$ cat src/rtl/remote_cmd_link.sv
// remote_cmd_link
//   Host-side UART command link. A 16-bit command is sent as two 8N1 frames,
//   high byte first, with no idle gap between them. cmd_snt pulses once after
//   the low byte's stop bit. An independent receiver presents single response
//   bytes on resp and raises the resp_rdy level flag.
//
//   Optional feature, selected by macro RESP_TIMEOUT_EN:
//     adds resp_tmo, set when no valid byte arrives within TIMEOUT_CYCLES of
//     the cmd_snt pulse. It is held until the next accepted snd_cmd.
//
// Ports
//   clk        system clock, rising edge
//   rst        asynchronous active-high reset
//   cmd        command word, captured when snd_cmd is accepted
//   snd_cmd    single-cycle transmit request (honoured only while idle)
//   cmd_snt    one-cycle pulse after both bytes have left TX
//   TX         UART serial out, idles high
//   RX         UART serial in, asynchronous to clk
//   resp       last valid received byte
//   resp_rdy   level flag: a new byte is available in resp
//   resp_tmo   response timeout flag (RESP_TIMEOUT_EN only)
//   o_tx_state transmit FSM state (debug)
//   o_rx_state receive FSM state (debug)
//
// Handshake: snd_cmd is a request, not a valid/ready pair. It is accepted
// only in the cycle the transmit FSM is IDLE. A request seen in any other
// cycle is dropped, and the holding register keeps the command in flight.
module remote_cmd_link #(
  parameter int BAUD_DIV       = 434,
  parameter int TIMEOUT_CYCLES = 5000000
) (
  input  logic        clk,
  input  logic        rst,
  input  logic [15:0] cmd,
  input  logic        snd_cmd,
  output logic        cmd_snt,
  output logic        TX,
  input  logic        RX,
  output logic [7:0]  resp,
  output logic        resp_rdy,
`ifdef RESP_TIMEOUT_EN
  output logic        resp_tmo,
`endif
  output logic [1:0]  o_tx_state,
  output logic [1:0]  o_rx_state
);

  localparam logic [11:0] BAUD_LAST = 12'(BAUD_DIV - 1);
  localparam logic [11:0] HALF_LAST = 12'(BAUD_DIV / 2 - 1);

  // ---------------- transmitter ----------------
  typedef enum logic [1:0] {TX_IDLE, TX_SEND_HI, TX_SEND_LO, TX_DONE} tx_state_t;

  tx_state_t   r_tx_state, w_tx_state_nxt;
  logic [15:0] r_hold, w_hold_nxt;
  logic [11:0] r_tx_cnt, w_tx_cnt_nxt;
  logic [3:0]  r_tx_bit, w_tx_bit_nxt;
  logic        r_tx, w_tx_nxt;
  logic        r_cmd_snt;
  logic        w_accept;
  logic [7:0]  w_tx_byte;
  logic [9:0]  w_frame;

  always_comb begin
    w_tx_state_nxt = r_tx_state;
    w_hold_nxt     = r_hold;
    w_tx_cnt_nxt   = r_tx_cnt;
    w_tx_bit_nxt   = r_tx_bit;
    w_accept       = 1'b0;
    w_tx_byte      = 8'h00;
    w_frame        = 10'h3ff;
    w_tx_nxt       = 1'b1;
    case (r_tx_state)
      TX_IDLE: begin
        if (snd_cmd) begin
          w_accept       = 1'b1;
          w_hold_nxt     = cmd;
          w_tx_state_nxt = TX_SEND_HI;
          w_tx_cnt_nxt   = 12'd0;
          w_tx_bit_nxt   = 4'd0;
        end
      end
      TX_SEND_HI, TX_SEND_LO: begin
        if (r_tx_cnt == BAUD_LAST) begin
          w_tx_cnt_nxt = 12'd0;
          if (r_tx_bit == 4'd9) begin
            // Low byte's start bit follows the high byte's stop bit directly.
            w_tx_bit_nxt   = 4'd0;
            w_tx_state_nxt = (r_tx_state == TX_SEND_HI) ? TX_SEND_LO : TX_DONE;
          end else begin
            w_tx_bit_nxt = r_tx_bit + 4'd1;
          end
        end else begin
          w_tx_cnt_nxt = r_tx_cnt + 12'd1;
        end
      end
      TX_DONE: w_tx_state_nxt = TX_IDLE;
      default: w_tx_state_nxt = TX_IDLE;
    endcase
    // TX is registered from the next-state view so the line never glitches.
    w_tx_byte = (w_tx_state_nxt == TX_SEND_HI) ? w_hold_nxt[15:8] : w_hold_nxt[7:0];
    w_frame   = {1'b1, w_tx_byte, 1'b0};
    if (w_tx_state_nxt == TX_SEND_HI || w_tx_state_nxt == TX_SEND_LO)
      w_tx_nxt = w_frame[w_tx_bit_nxt];
  end

  always_ff @(posedge clk or posedge rst) begin
    if (rst) begin
      r_tx_state <= TX_IDLE;
      r_hold     <= 16'h0000;
      r_tx_cnt   <= 12'd0;
      r_tx_bit   <= 4'd0;
      r_tx       <= 1'b1;
      r_cmd_snt  <= 1'b0;
    end else begin
      r_tx_state <= w_tx_state_nxt;
      r_hold     <= w_hold_nxt;
      r_tx_cnt   <= w_tx_cnt_nxt;
      r_tx_bit   <= w_tx_bit_nxt;
      r_tx       <= w_tx_nxt;
      r_cmd_snt  <= (r_tx_state == TX_DONE);
    end
  end

  // ---------------- receiver ----------------
  typedef enum logic [1:0] {RX_IDLE, RX_START, RX_DATA, RX_STOP} rx_state_t;

  rx_state_t   r_rx_state, w_rx_state_nxt;
  logic        r_rx_meta, r_rx_sync, r_rx_prev;
  logic [11:0] r_rx_cnt, w_rx_cnt_nxt;
  logic [2:0]  r_rx_bit, w_rx_bit_nxt;
  logic [7:0]  r_rx_shift, w_rx_shift_nxt;
  logic [7:0]  r_resp;
  logic        r_resp_rdy;
  logic        w_rx_start_ok;
  logic        w_rx_good;

  always_comb begin
    w_rx_state_nxt = r_rx_state;
    w_rx_cnt_nxt   = r_rx_cnt;
    w_rx_bit_nxt   = r_rx_bit;
    w_rx_shift_nxt = r_rx_shift;
    w_rx_start_ok  = 1'b0;
    w_rx_good      = 1'b0;
    case (r_rx_state)
      RX_IDLE: begin
        if (r_rx_prev && !r_rx_sync) begin
          w_rx_state_nxt = RX_START;
          w_rx_cnt_nxt   = 12'd0;
        end
      end
      RX_START: begin
        if (r_rx_cnt == HALF_LAST) begin
          w_rx_cnt_nxt = 12'd0;
          if (!r_rx_sync) begin
            w_rx_start_ok  = 1'b1;
            w_rx_bit_nxt   = 3'd0;
            w_rx_state_nxt = RX_DATA;
          end else begin
            w_rx_state_nxt = RX_IDLE;  // glitch, not a start bit
          end
        end else begin
          w_rx_cnt_nxt = r_rx_cnt + 12'd1;
        end
      end
      RX_DATA: begin
        if (r_rx_cnt == BAUD_LAST) begin
          w_rx_cnt_nxt   = 12'd0;
          w_rx_shift_nxt = {r_rx_sync, r_rx_shift[7:1]};
          if (r_rx_bit == 3'd7) w_rx_state_nxt = RX_STOP;
          else                  w_rx_bit_nxt   = r_rx_bit + 3'd1;
        end else begin
          w_rx_cnt_nxt = r_rx_cnt + 12'd1;
        end
      end
      RX_STOP: begin
        if (r_rx_cnt == BAUD_LAST) begin
          w_rx_cnt_nxt   = 12'd0;
          w_rx_state_nxt = RX_IDLE;
          w_rx_good      = r_rx_sync;  // low stop bit: framing error, drop byte
        end else begin
          w_rx_cnt_nxt = r_rx_cnt + 12'd1;
        end
      end
      default: w_rx_state_nxt = RX_IDLE;
    endcase
  end

  always_ff @(posedge clk or posedge rst) begin
    if (rst) begin
      // Synchronizer resets to the idle line level so reset release is not
      // mistaken for a start edge.
      r_rx_meta  <= 1'b1;
      r_rx_sync  <= 1'b1;
      r_rx_prev  <= 1'b1;
      r_rx_state <= RX_IDLE;
      r_rx_cnt   <= 12'd0;
      r_rx_bit   <= 3'd0;
      r_rx_shift <= 8'h00;
      r_resp     <= 8'h00;
      r_resp_rdy <= 1'b0;
    end else begin
      r_rx_meta  <= RX;
      r_rx_sync  <= r_rx_meta;
      r_rx_prev  <= r_rx_sync;
      r_rx_state <= w_rx_state_nxt;
      r_rx_cnt   <= w_rx_cnt_nxt;
      r_rx_bit   <= w_rx_bit_nxt;
      r_rx_shift <= w_rx_shift_nxt;
      if (w_rx_good) begin
        r_resp     <= r_rx_shift;
        r_resp_rdy <= 1'b1;  // set wins over a simultaneous clear
      end else if (w_accept || w_rx_start_ok) begin
        r_resp_rdy <= 1'b0;
      end
    end
  end

`ifdef RESP_TIMEOUT_EN
  localparam logic [31:0] TMO_LAST = 32'(TIMEOUT_CYCLES - 1);

  logic [31:0] r_tmo_cnt;
  logic        r_tmo_active;
  logic        r_resp_tmo;

  // The cmd_snt cycle counts as the first cycle of the window.
  always_ff @(posedge clk or posedge rst) begin
    if (rst) begin
      r_tmo_cnt    <= 32'd0;
      r_tmo_active <= 1'b0;
      r_resp_tmo   <= 1'b0;
    end else if (w_accept) begin
      r_tmo_active <= 1'b0;
      r_resp_tmo   <= 1'b0;
    end else if (r_cmd_snt) begin
      r_tmo_cnt    <= 32'd1;
      r_tmo_active <= 1'b1;
    end else if (w_rx_good) begin
      r_tmo_active <= 1'b0;
    end else if (r_tmo_active) begin
      if (r_tmo_cnt >= TMO_LAST) begin
        r_resp_tmo   <= 1'b1;
        r_tmo_active <= 1'b0;
      end else begin
        r_tmo_cnt <= r_tmo_cnt + 32'd1;
      end
    end
  end

  assign resp_tmo = r_resp_tmo;
`endif

  assign TX         = r_tx;
  assign cmd_snt    = r_cmd_snt;
  assign resp       = r_resp;
  assign resp_rdy   = r_resp_rdy;
  assign o_tx_state = r_tx_state;
  assign o_rx_state = r_rx_state;

endmodule

$ cat config.mk
export PLATFORM = sky130hd
export DESIGN_NAME = remote_cmd_link
export DESIGN_NICKNAME = d
export VERILOG_FILES = /design/src/rtl/remote_cmd_link.sv
export SDC_FILE = /design/constraint.sdc
export NUM_CORES = 1
export LEC_CHECK = 0
export CORE_MARGIN = 1.5
export CORE_UTILIZATION = 57
export CTS_BUF_LIST = sky130_fd_sc_hd__clkbuf_16
export DETAILED_ROUTE_END_ITERATION = 7
export GPL_TIMING_DRIVEN = 0
export MAX_ROUTING_LAYER = met4
export PLACE_DENSITY_LB_ADDON = 0.15
export SLEW_MARGIN = 5
export SYNTH_ARGS = -nofsm -noshare
export SYNTH_HDL_FRONTEND = slang
export SYNTH_SLANG_ARGS = --single-unit
$ cat constraint.sdc
create_clock -name clk -period 3.1 [get_ports clk]
set_clock_uncertainty 0.1 [all_clocks]
set_input_delay 0.465 -clock clk [delete_from_list [all_inputs] [get_ports clk]]
set_output_delay 0.465 -clock clk [all_outputs]
set_load 0.02 [all_outputs]
==> tab_implementation.tex <==
\begin{tabular}{lr}
\hline
Metric & Value \\
\hline
\multicolumn{2}{l}{\textbf{Run status}} \\
Run status & finished clean \\
\multicolumn{2}{l}{\textbf{Place}} \\
Number of input and output port buffers inserted & 34 \\
Placer Congestion & 0.830 \\
HPWL Detailed & 4910 um \\
Placed Cells & 446 \\
Worst setup slack before clock tree synthesis & -0.0216 ns \\
\multicolumn{2}{l}{\textbf{STA}} \\
Setup violation total in the final timing report & 0 \\
Setup repair after global routing missed its margin & false \\
Fmax achieved & 346 MHz \\
Worst-Margin Slew & 0.984 ns \\
Clock period minus final worst setup slack & 2.89 ns \\
Tightest slew margin relative to the limit & 0.340 \\
Final worst-path setup slack & 0.211 ns \\
Final hold viol count & 0 \\
Share of the clock period used by the worst path & 0.932 \\
Number of pins exceeding their max-slew limit in the final report & 0 \\
\multicolumn{2}{l}{\textbf{Layout}} \\
Cell Count, Final, Fillers Out & 462 \\
Number of nets at the end of the flow & 415 \\
Area Growth Syn to Fin & 21.4\% \\
Count of inserted antenna diode cells & 0 \\
Fraction of layout instances using a drive strength above 1 & 0.181 \\
Commonest non-fill, non-tap cells in the layout & dfrtp\_1 (69), o21ai\_0 (35), mux2\_2 (34), clkdlybuf4s50\_1 (34), nand2\_1 (33) \\
Leading cell type in the layout, fill and taps excluded & dfrtp\_1 \\
\multicolumn{2}{l}{\textbf{Job}} \\
Max cap viols & 0 \\
\multicolumn{2}{l}{\textbf{Detailed routing}} \\
DRC marker count from the first detailed-route iteration & 184 \\
Routed vias/inst & 5.77 \\
Remaining number of nets flagged by the antenna check after routing & 0 \\
Number of optimization iterations in the first detailed-route pass & 4 \\
Via count of the routed design & 2665 \\
Total wirelength of the detailed-routed design & 7160 um \\
Average wire per cell in the routed design & 15.5 um \\
Number of design rule violations left after detail routing & 0 \\
\multicolumn{2}{l}{\textbf{Setup path}} \\
Number of buffer and inverter instances along the worst setup path & 1 \\
Highest fanout seen on the critical path & 4 \\
Crit path largest cell delay & 0.41 ns \\
Critical path start-end classification & flip-flop to flip-flop \\
Startpoint type of the worst setup path & flip-flop \\
Worst-path cell with the longest stage delay & dfrtp\_1 \\
Ordered cell list for the critical path & inv\_1 > ha\_1 > nor2b\_1 > nand2\_1 > or3\_1 > and2\_4 > mux4\_2 > and4\_4 > a2111o\_1 \\
Reg-to-reg slack, setup & 0.21 ns \\
Worst path top cell family by delay & simple AND/OR/NAND/NOR gates \\
CP required & 3.26 ns \\
Data arrival at the endpoint of the critical path & 3.05 ns \\
CP endpoint kind & flip-flop \\
\multicolumn{2}{l}{\textbf{Yosys}} \\
Share of Yosys cell area claimed by the top area cell type & 0.481 \\
Main area contributors after synthesis & dfrtp\_1 (48\%), mux2\_2 (11\%), o21ai\_0 (4.9\%) \\
Primary FF master, synth & dfrtp\_1 \\
Count of distinct cell types in the synthesized netlist & 44 \\
Area of the mapped netlist & 0.00359 sq mm \\
\#FFs+latches synth & 73 \\
EDFF count, synth & 0 \\
Sequential share of the synthesized area & 0.510 \\
Mapped Cells & 336 \\
Post-Syn Nets & 369 \\
Number of synthesis warnings & 0 \\
Share of flip-flops with an asynchronous set or reset & 1.00 \\
Cell accounting for the most synthesized area & dfrtp\_1 \\
Average footprint of a synthesized cell & 10.7 sq um \\
\multicolumn{2}{l}{\textbf{Floorplanning}} \\
Die Y & 82.4 um \\
Die width & 82.4 um \\
Boundary pin count & 35 \\
Core area & 0.00599 sq mm \\
Starting density of the core & 0.599 \\
Floorplan die area & 0.00678 sq mm \\
Std-Cell Rows & 28 \\
\multicolumn{2}{l}{\textbf{Clocking}} \\
Cells resized by post-CTS repair & 0 \\
Clock buffer depth & 2 \\
Clock latency reported for the late side of the worst-skew pair & 0.33 ns \\
H-tree level count & 3 \\
Clock tree from TritonCTS & yes \\
Master cell of the clock root buffer & clkbuf\_16 \\
Post-CTS Setup Repair Bufs & 0 \\
CTS buffer count & 9 \\
\# clock sinks & 73 \\
Hold\_buf cts & 0 \\
Clock transition at the register clock pins on the worst setup and hold paths after CTS & 0.07 ns \\
\multicolumn{2}{l}{\textbf{Global routing}} \\
Total global routing track utilization & 0.241 \\
Number of antenna violations at the first check in global routing & 0 \\
Pin count of the biggest net entering global routing & 60 \\
Via count of the first global-routing pass & 2480 \\
Wire length of the first global-routing pass & 11800 um \\
Congestion Overflow GR & 0 \\
\multicolumn{2}{l}{\textbf{Pwr}} \\
LEAKAGE & 1.93 nW \\
Total power after layout & 0.00322 W \\
Max rail drop VDD & 0.000570 V \\
P per Cell Area & 738 mW/mm\^{}2 \\
\multicolumn{2}{l}{\textbf{Min path}} \\
Class of the tightest hold or removal check & flip-flop to flip-flop \\
\hline
\end{tabular}
synthesized netlist by cell type (all sizes together) (6+ instances only):
library cell / count
a21oi: 8
a31oi: 7
and2: 6
and3: 7
clkbuf: 9
dfrtp: 69
ha: 13
inv: 20
mux2: 34
nand2: 33
nand3: 9
nor2: 20
nor2b: 6
o21ai: 35
o31ai: 7
worst paths after layout:
check / from / depth (start not counted) / to
hold reg to reg: r_rx_meta / 0 / r_rx_sync
max in group asynchronous: rst / 3 / r_rx_prev
setup reg to reg: o_tx_state[0] / 9 / TX
setup / recovery: o_tx_state[0] / 9 / TX
hold / removal: r_rx_meta / 0 / r_rx_sync
min in group asynchronous: rst / 2 / r_hold[1]
flip-flops by register name (all words and copies together), names as in the netlist, 2 cells and up, named ones only:
signal,cells
r_rx_cnt,12
r_tx_bit,4
r_rx_shift,8
o_tx_state,2
resp,8
r_hold,16
r_rx_bit,3
r_tx_cnt,12
cells by family after synthesis:
| kind of cell | Yosys count | share of synthesized area |
|---|---|---|
| multiplexers | 38 | 0.121 |
| AND/OR/NAND/NOR | 109 | 0.167 |
| adder cells (fa/ha/maj) | 13 | 0.0453 |
| XOR/XNOR | 1 | 0.00244 |
| AO/OA/AOI/OAI | 73 | 0.124 |
| flip-flops | 73 | 0.510 |
| buffers and inverters | 29 | 0.0303 |
where the power goes:
part	total [W]	switching, W	internal, W
clock network	0.000995	0.000438	0.000557
logic	0.000989	0.000556	0.000433
registers	0.00123	0.0000986	0.00113
total	0.00322	0.00109	0.00212
layout make-up:
class / instances / area (sq um)
plain buffers: 9 / 35.0
repair buffers: 35 / 368
clock inverters: 7 / 61.3
multi-input cells: 234 / 1670
well taps: 75 / 93.8
clock buffers: 9 / 225
flip-flops and latches: 73 / 1830
fillers: 409 / 1630
inverters: 20 / 77.6
per-layer routing:
layer  global-route usage  part of all wire  wire, um
met1                0.324              0.47      3340
met2                0.363              0.48      3420
met3               0.0429             0.040       284
met4               0.0966             0.016       115
met5                    -                 0         0
metrics by stage:
step	hold slack (ns)	util	setup TNS, ns	instance area (sq um)
5_1_grt	0.271	0.728	0	4360
2_1_floorplan	0.245	-	0	3590
3_5_place_dp	0.260	0.677	-0.0216	4060
6_report	0.265	0.728	0	4360
3_3_place_gp	0.260	0.672	-33.59	4030
4_1_cts	0.268	0.725	0	4340
Power figures use the tool's default switching activity.
